## src/rtl/edit_pkg.sv

```systemverilog
// Shared types and constants for the clock edit front-end: screen codes,
// sequencer states, cursor ranges and the auto-repeat step function.
package edit_pkg;

    typedef enum logic [1:0] {
        SCR_TIME = 2'd0,
        SCR_DATE = 2'd1,
        SCR_TZ   = 2'd2,
        SCR_SW   = 2'd3
    } screen_e;

    typedef enum logic [1:0] {
        ST_VIEW,
        ST_MODE_HELD,
        ST_EDIT,
        ST_EDIT_MODE_HELD
    } state_e;

    // Indexed by screen code; the stopwatch entries are never used.
    localparam logic [3:0][2:0] POS_FIRST = {3'd0, 3'd2, 3'd0, 3'd0};
    localparam logic [3:0][2:0] POS_LAST  = {3'd0, 3'd5, 3'd7, 3'd5};

    localparam int unsigned BTN_MODE  = 0;
    localparam int unsigned BTN_SEL   = 1;
    localparam int unsigned BTN_PLUS  = 2;
    localparam int unsigned BTN_MINUS = 3;

    typedef struct packed {
        logic        fire;
        logic        armed;
        logic        rep_on;
        logic [31:0] cnt;
    } rep_s;

    function automatic logic [31:0] sat_inc(input logic [31:0] v);
        return (v == 32'hFFFF_FFFF) ? v : v + 32'd1;
    endfunction

    // One key's repeat engine; cnt holds cycles since the last strobe.
    function automatic rep_s rep_next(input rep_s        cur,
                                      input logic        run,
                                      input logic        held,
                                      input logic        press,
                                      input logic [31:0] delay,
                                      input logic [31:0] rate);
        rep_s nxt;
        nxt      = cur;
        nxt.fire = 1'b0;
        if (!run || !held) begin
            nxt.armed  = 1'b0;
            nxt.rep_on = 1'b0;
            nxt.cnt    = '0;
        end else if (press) begin
            nxt.fire   = 1'b1;
            nxt.armed  = 1'b1;
            nxt.rep_on = 1'b0;
            nxt.cnt    = 32'd1;
        end else if (cur.armed) begin
            if ((!cur.rep_on && cur.cnt >= delay) || (cur.rep_on && cur.cnt >= rate)) begin
                nxt.fire   = 1'b1;
                nxt.rep_on = 1'b1;
                nxt.cnt    = 32'd1;
            end else begin
                nxt.cnt = sat_inc(cur.cnt);
            end
        end
        return nxt;
    endfunction

endpackage

```

## src/rtl/edit_controller_if.sv

```systemverilog
// Button inputs and counter-control outputs of the edit front-end.
interface edit_controller_if;
    logic       ClkSecond;
    logic       BtnMode;
    logic       BtnSel;
    logic       BtnPlus;
    logic       BtnMinus;
    logic [1:0] screen;
    logic       EditMode;
    logic [2:0] EditPos;
    logic       KeyPlus;
    logic       KeyMinus;

    modport master (
        output ClkSecond, BtnMode, BtnSel, BtnPlus, BtnMinus,
        input  screen, EditMode, EditPos, KeyPlus, KeyMinus
    );

    modport slave (
        input  ClkSecond, BtnMode, BtnSel, BtnPlus, BtnMinus,
        output screen, EditMode, EditPos, KeyPlus, KeyMinus
    );
endinterface

```

## src/rtl/key_debouncer.sv

```systemverilog
// Synchronises one active-low raw button and filters it into a held level
// plus a one-cycle press event aligned with the level change.
module key_debouncer #(
    parameter logic [15:0] DEB_CYCLES = 16'd50000
) (
    input  logic clk,
    input  logic reset,
    input  logic btn_n_i,
    output logic held_o,
    output logic press_evt_o
);

    logic [1:0]  sync_q;
    logic        level_q, level_d;
    logic [15:0] cnt_q, cnt_d;
    logic        press_q;

    // NOTE: defaults first in always_comb so no path can infer a latch.
    always_comb begin
        level_d = level_q;
        cnt_d   = '0;
        if (sync_q[1] != level_q) begin
            if (cnt_q >= DEB_CYCLES - 16'd1) begin
                level_d = sync_q[1];
            end else begin
                cnt_d = cnt_q + 16'd1;
            end
        end
    end

    // NOTE: non-blocking assignments so every flop samples pre-edge values.
    always_ff @(posedge clk or posedge reset) begin
        if (reset) begin
            sync_q  <= 2'b11;
            level_q <= 1'b1;
            cnt_q   <= '0;
            press_q <= 1'b0;
        end else begin
            sync_q  <= {sync_q[0], btn_n_i};
            level_q <= level_d;
            cnt_q   <= cnt_d;
            press_q <= level_q & ~level_d;
        end
    end

    assign held_o      = ~level_q;
    assign press_evt_o = press_q;

endmodule

```

## src/rtl/edit_controller.sv

```systemverilog
// Turns four raw buttons into screen selection, edit cursor and registered
// active-low increment/decrement strobes for the clock counters.
module edit_controller
    import edit_pkg::*;
#(
    parameter logic [15:0] DEB_CYCLES  = 16'd50000,
    parameter logic [31:0] LONG_CYCLES = 32'd50000000,
    parameter logic [31:0] REP_DELAY   = 32'd25000000,
    parameter logic [31:0] REP_RATE    = 32'd5000000,
    parameter logic [7:0]  TIMEOUT_S   = 8'd10
) (
    input  logic              clk,
    input  logic              reset,
    edit_controller_if.slave  bus
);

    logic [3:0]  btn_n, held, press;
    logic [3:0]  held_prev_q;
    state_e      state_q, state_d;
    screen_e     screen_q, screen_d;
    logic        edit_mode_q, edit_mode_d;
    logic [2:0]  edit_pos_q, edit_pos_d;
    logic [31:0] hold_cnt_q, hold_cnt_d;
    logic [7:0]  idle_q, idle_d;
    rep_s        plus_q, plus_d, minus_q, minus_d;
    logic        activity, timeout_hit, key_run;

    assign btn_n = {bus.BtnMinus, bus.BtnPlus, bus.BtnSel, bus.BtnMode};

    for (genvar g = 0; g < 4; g++) begin : g_deb
        key_debouncer #(.DEB_CYCLES(DEB_CYCLES)) u_deb (
            .clk         (clk),
            .reset       (reset),
            .btn_n_i     (btn_n[g]),
            .held_o      (held[g]),
            .press_evt_o (press[g])
        );
    end

    assign activity    = |(held ^ held_prev_q);
    assign timeout_hit = (state_q == ST_EDIT) && bus.ClkSecond &&
                         ({1'b0, idle_q} + 9'd1 >= {1'b0, TIMEOUT_S});
    assign key_run     = (state_q == ST_EDIT) && !timeout_hit &&
                         !(held[BTN_PLUS] && held[BTN_MINUS]);

    assign plus_d  = rep_next(plus_q,  key_run, held[BTN_PLUS],  press[BTN_PLUS],  REP_DELAY, REP_RATE);
    assign minus_d = rep_next(minus_q, key_run, held[BTN_MINUS], press[BTN_MINUS], REP_DELAY, REP_RATE);

    always_comb begin
        state_d     = state_q;
        screen_d    = screen_q;
        edit_mode_d = edit_mode_q;
        edit_pos_d  = edit_pos_q;
        hold_cnt_d  = hold_cnt_q;
        idle_d      = idle_q;

        if (activity || !(state_q inside {ST_EDIT, ST_EDIT_MODE_HELD})) begin
            idle_d = '0;
        end else if (state_q == ST_EDIT && bus.ClkSecond && idle_q != 8'hFF) begin
            idle_d = idle_q + 8'd1;
        end

        unique case (state_q)
            ST_VIEW: begin
                if (press[BTN_MODE]) begin
                    state_d    = ST_MODE_HELD;
                    hold_cnt_d = '0;
                end
            end
            ST_MODE_HELD: begin
                hold_cnt_d = sat_inc(hold_cnt_q);
                if (!held[BTN_MODE]) begin
                    screen_d = screen_e'(screen_q + 2'd1);
                    state_d  = ST_VIEW;
                end else if (screen_q != SCR_SW && sat_inc(hold_cnt_q) >= LONG_CYCLES) begin
                    state_d     = ST_EDIT;
                    edit_mode_d = 1'b1;
                    edit_pos_d  = POS_FIRST[screen_q];
                end
            end
            ST_EDIT: begin
                if (timeout_hit) begin
                    state_d     = ST_VIEW;
                    edit_mode_d = 1'b0;
                    edit_pos_d  = '0;
                end else if (press[BTN_MODE]) begin
                    state_d = ST_EDIT_MODE_HELD;
                end else if (press[BTN_SEL]) begin
                    edit_pos_d = (edit_pos_q == POS_LAST[screen_q]) ? POS_FIRST[screen_q]
                                                                    : edit_pos_q + 3'd1;
                end
            end
            ST_EDIT_MODE_HELD: begin
                if (!held[BTN_MODE]) begin
                    state_d     = ST_VIEW;
                    edit_mode_d = 1'b0;
                    edit_pos_d  = '0;
                end
            end
            default: state_d = ST_VIEW;
        endcase
    end

    always_ff @(posedge clk or posedge reset) begin
        if (reset) begin
            state_q     <= ST_VIEW;
            screen_q    <= SCR_TIME;
            edit_mode_q <= 1'b0;
            edit_pos_q  <= '0;
            hold_cnt_q  <= '0;
            idle_q      <= '0;
            held_prev_q <= '0;
            plus_q      <= '0;
            minus_q     <= '0;
        end else begin
            state_q     <= state_d;
            screen_q    <= screen_d;
            edit_mode_q <= edit_mode_d;
            edit_pos_q  <= edit_pos_d;
            hold_cnt_q  <= hold_cnt_d;
            idle_q      <= idle_d;
            held_prev_q <= held;
            plus_q      <= plus_d;
            minus_q     <= minus_d;
        end
    end

    assign bus.screen   = screen_q;
    assign bus.EditMode = edit_mode_q;
    assign bus.EditPos  = edit_pos_q;
    assign bus.KeyPlus  = ~plus_q.fire;
    assign bus.KeyMinus = ~minus_q.fire;

endmodule

```

## src/flat_wrapper.sv

```systemverilog
// flat-port wrapper written by rule: the top's interface ports become plain ports
module edit_controller_flat import edit_pkg::*;
#(
    parameter logic [15:0] DEB_CYCLES  = 16'd50000,
    parameter logic [31:0] LONG_CYCLES = 32'd50000000,
    parameter logic [31:0] REP_DELAY   = 32'd25000000,
    parameter logic [31:0] REP_RATE    = 32'd5000000,
    parameter logic [7:0]  TIMEOUT_S   = 8'd10
)
  (clk, reset, bus_ClkSecond, bus_BtnMode, bus_BtnSel, bus_BtnPlus, bus_BtnMinus, bus_screen, bus_EditMode, bus_EditPos, bus_KeyPlus, bus_KeyMinus);
  edit_controller_if bus_i ();
  input  logic clk;
  input  logic reset;
  input wire logic [$bits(bus_i.ClkSecond)-1:0] bus_ClkSecond;
  input wire logic [$bits(bus_i.BtnMode)-1:0] bus_BtnMode;
  input wire logic [$bits(bus_i.BtnSel)-1:0] bus_BtnSel;
  input wire logic [$bits(bus_i.BtnPlus)-1:0] bus_BtnPlus;
  input wire logic [$bits(bus_i.BtnMinus)-1:0] bus_BtnMinus;
  output wire logic [$bits(bus_i.screen)-1:0] bus_screen;
  output wire logic [$bits(bus_i.EditMode)-1:0] bus_EditMode;
  output wire logic [$bits(bus_i.EditPos)-1:0] bus_EditPos;
  output wire logic [$bits(bus_i.KeyPlus)-1:0] bus_KeyPlus;
  output wire logic [$bits(bus_i.KeyMinus)-1:0] bus_KeyMinus;
  assign bus_i.ClkSecond = bus_ClkSecond;
  assign bus_i.BtnMode = bus_BtnMode;
  assign bus_i.BtnSel = bus_BtnSel;
  assign bus_i.BtnPlus = bus_BtnPlus;
  assign bus_i.BtnMinus = bus_BtnMinus;
  assign bus_screen = bus_i.screen;
  assign bus_EditMode = bus_i.EditMode;
  assign bus_EditPos = bus_i.EditPos;
  assign bus_KeyPlus = bus_i.KeyPlus;
  assign bus_KeyMinus = bus_i.KeyMinus;
  edit_controller #(.DEB_CYCLES(DEB_CYCLES), .LONG_CYCLES(LONG_CYCLES), .REP_DELAY(REP_DELAY), .REP_RATE(REP_RATE), .TIMEOUT_S(TIMEOUT_S)) u_core (.clk(clk), .reset(reset), .bus(bus_i));
endmodule
```

## config.mk

```make
export PLATFORM = sky130hd
export DESIGN_NAME = edit_controller_flat
export DESIGN_NICKNAME = d
export VERILOG_FILES = /design/src/rtl/edit_pkg.sv /design/src/rtl/edit_controller_if.sv /design/src/rtl/key_debouncer.sv /design/src/rtl/edit_controller.sv /design/src/flat_wrapper.sv
export SDC_FILE = /design/constraint.sdc
export NUM_CORES = 1
export LEC_CHECK = 0
export ABC_AREA = 0
export CAP_MARGIN = 10
export CELL_PAD_IN_SITES_DETAIL_PLACEMENT = 1
export CELL_PAD_IN_SITES_GLOBAL_PLACEMENT = 1
export CORE_MARGIN = 10
export CORE_UTILIZATION = 49
export DETAILED_ROUTE_END_ITERATION = 16
export GPL_ROUTABILITY_DRIVEN = 0
export PLACE_DENSITY_LB_ADDON = 0.1
export REMOVE_ABC_BUFFERS = 1
export SLEW_MARGIN = 10
export SYNTH_ARGS = -nofsm -noshare
export SYNTH_HDL_FRONTEND = slang
export SYNTH_SLANG_ARGS = --single-unit
```

## constraint.sdc

```tcl
create_clock -name clk -period 8.85 [get_ports clk]
set_input_delay 1.77 -clock clk [delete_from_list [all_inputs] [get_ports clk]]
set_output_delay 1.77 -clock clk [all_outputs]
set_load 0.005 [all_outputs]
```

==> metrics.txt <==
CP required=9250 ps; slowest cell on the critical path=nor3_2; CP max stage delay=880 ps; HP Start=u_core.g_deb[0].u_deb.sync_q[0]; worst path bufs/invs=0; FF-to-FF End=u_core.bus.EditPos[1]; DRT antenna net count=0; Clock Skews=8.78 ps; Initial Util=50.0%; Syn. warnings=0; Reg2Reg Depth=9; largest cells by area after synthesis=dfrtp_1 (45%), nor2_1 (5.6%), xor2_1 (4.8%), o21ai_0 (3.9%), nand2_1 (3.4%); Hold EP=u_core.g_deb[0].u_deb.sync_q[1]; outcome=finished clean; Reg clk slew, reported paths=60 ps; area grow syn2layout=12.0%; pre-CTS setup slack=4330 ps; met1 WL=12,100 um; PwrDens=170 mW/mm^2; post-route setup slack=5000 ps; met2 WL=12,500 um; WHS Path Cells=0; remaining global-route overflow=0; VDD IR max=144 uV; Placed Area=0.0110 sq mm; Worst-Margin Slew=1140 ps; relative slew slack=23.7%; switch share=21.4%; cells resized by post-CTS repair=0; Crit Path Category=reg -> reg; Via density=5.85; sequential share of the synthesized area=48.0%; Leak=4.94 nW; CTS tree=yes; Int Pwr=1.58 mW; Critical Path AT=4250 ps; DIE AREA=0.0278 sq mm; #FFs+latches synth=202; combinational group share of total power=1.7%; pin count of the biggest net entering global routing=122; EDFF count, synth=0; initial detailed-routing violation count=410; Hold Path Class=reg -> reg; period utilisation layout=43.5%; top cell type's share of synthesized area=45.1%; top sig layer=met4; detailed-route wire length per cell=17.7 um; filler instances=2,409; height of the die=167 um; clock power share=51.8%; total inserted antenna cells=0; top-count cell post-synth=dfrtp_1; max_cap viols=0; dpl cells=1,402; Seq pwr share=46.5%; initial antenna violation count=0; synth unique cells=72; commonest cells in the netlist=dfrtp_1 (190), nor2_1 (158), nand2_1 (97); final cell count without fillers=1,446; Slew Viols, Final=0; final hold vios=0; Skew-Pair Late Insertion Delay=520 ps; metal3 WL=449 um; unrepaired setup endpoints after global routing=no; vias in the first global route=8,945; final setup TNS=0 ps; R2R setup slack=5000 ps; CP cell instances=nand3_1 > nor3_2 > a31oi_1 > or4_1 > a22oi_1 > o31ai_1 > a31oi_2 > a21boi_2 > mux2_4; Synth Instances=1,142; hold_buf cts=0; fin area=0.0118 sq mm; H-tree depth=1; area leader, netlist=dfrtp_1; CP max FO=14; io pins=15; worst reg2reg startpoint=u_core.hold_cnt_q[16]; Post-Route WL=25,600 um; cts bufs inserted=24; synthesized area=0.0106 sq mm; final worst path period need=3850 ps; postcts setup bufs=0; Syn Area/Cell=9.24 sq um; row count=53; async set-reset flop share out of synthesis=100%; Longest Clk Path Bufs=3; I/O Buffers=14; Worst setup EP type=flop; dominant synthesized flop cell=dfrtp_1; Root Driver=clkbuf_16; Worst Hold Slack=354 ps; CP delay by family, top=simple AND/OR/NAND/NOR gates; vias=8,464; Critical Path Start Type=flop; 1st-pass router iterations=4; HPWL after DPL=16,600 um; DRC violations left=0; fraction of layout cells with a size suffix above 1=8.63%; Final nets=1,176; die span in x=167 um; Core Box Area=0.0211 sq mm; CTS sink cnt=202; Fmax achieved=0.260 GHz; Final Setup Violations=0; Total GRT Usage=18.1%; first-pass GRT wire length=44,200 um; Net Sw Power=430 uW
==> layout by cell type, fill, tap and decap left out, drive strengths merged, types with 5 or more instances in the layout <==
cell             n
dfrtp          190
nor2           158
nand2           97
o21ai           84
nand3           64
xor2            58
and3            44
a21oi           42
xnor2           39
nand4           35
nor3            31
clkbuf          31
inv             29
a31oi           23
and2            20
nor4            19
or3             16
ha              16
clkdlybuf4s50   14
dfstp           12
a211oi          12
o31ai           11
or4             10
buf              9
and4             8
or3b             8
clkinv           8
nor2b            7
or2              6
nand3b           5
nand2b           5
mux2             5
a21boi           5
==> logic make-up after synthesis <==
family | after synthesis | synth area share, %
adders and majority gates | 16 | 1.90
xor gates and xnor gates | 97 | 8.05
and+or+nand+nor | 540 | 26.2
buffers and inverters | 67 | 2.50
muxes | 7 | 0.759
DFF | 202 | 48.0
AOI/OAI and AO/OA | 213 | 12.5
==> power groups by stage <==
stage / Sequential (mW) / Combinational, mW / Clock [mW]
floorplan: 0.951 / 0.0228 / 0
global placement: 0.952 / 0.0351 / 0
detailed placement: 0.953 / 0.0361 / 0
CTS: 0.936 / 0.0365 / 1.06
global route: 0.937 / 0.0406 / 1.10
finish: 0.936 / 0.0343 / 1.04
==> layout make-up <==
cell class,count,area (sq um),area share [%]
clock buffer,31,698,5.91
clock inverter,13,149,1.26
inverter,29,116,0.985
multi-input combinational,873,5230,44.3
sequential,202,5070,42.9
tap,275,344,2.91
timing repair buffer,23,208,1.76
==> worst max-delay path by stage <==
stage / startpoint / end / slack, ps / cells past startpoint
2_1_floorplan: reset / u_core.bus.EditMode / 1590 / 1
3_3_place_gp: bus_ClkSecond / u_core.minus_q[3] / 4360 / 7
3_5_place_dp: bus_ClkSecond / u_core.minus_q[3] / 4330 / 7
4_1_cts: bus_ClkSecond / u_core.minus_q[3] / 4850 / 7
5_1_grt: u_core.hold_cnt_q[16] / u_core.bus.EditPos[1] / 4700 / 9
6_report: u_core.hold_cnt_q[16] / u_core.bus.EditPos[1] / 5000 / 9
==> per-stage QoR <==
step / power, mW / util, %
2_1_floorplan: 0.974 / -
3_3_place_gp: 0.988 / 52.0
3_5_place_dp: 0.989 / 52.0
4_1_cts: 2.04 / 56.0
5_1_grt: 2.08 / 56.0
6_report: 2.01 / 56.0
==> state kept, by name, indices dropped and copies added, names as in the netlist <==
signal / cells
u_core.hold_cnt_q: 32
u_core.state_q: 2
u_core.idle_q: 8
u_core.g_deb.u_deb.cnt_q: 64
u_core.bus.EditMode: 1
u_core.held_prev_q: 4
u_core.g_deb.u_deb.sync_q: 8
u_core.bus.screen: 2
u_core.minus_q: 35
u_core.g_deb.u_deb.level_q: 4
u_core.plus_q: 35
u_core.bus.EditPos: 3
u_core.g_deb.u_deb.press_evt_o: 4
==> worst reg2reg max path: stages (launching register included) <==
cell,delay [ps]
dfrtp_1,500
nand3_1,310
nor3_2,880
a31oi_1,400
or4_1,480
a22oi_1,240
o31ai_1,150
a31oi_2,330
a21boi_2,140
mux2_4,310
==> per-layer routing <==
layer  up-vias  track usage, %
met1      4269            23.6
met4         0            4.20
met3        38            2.17
met2        63            31.4
li1       4094               -
met5         -               0
Power figures use the tool's default switching activity.
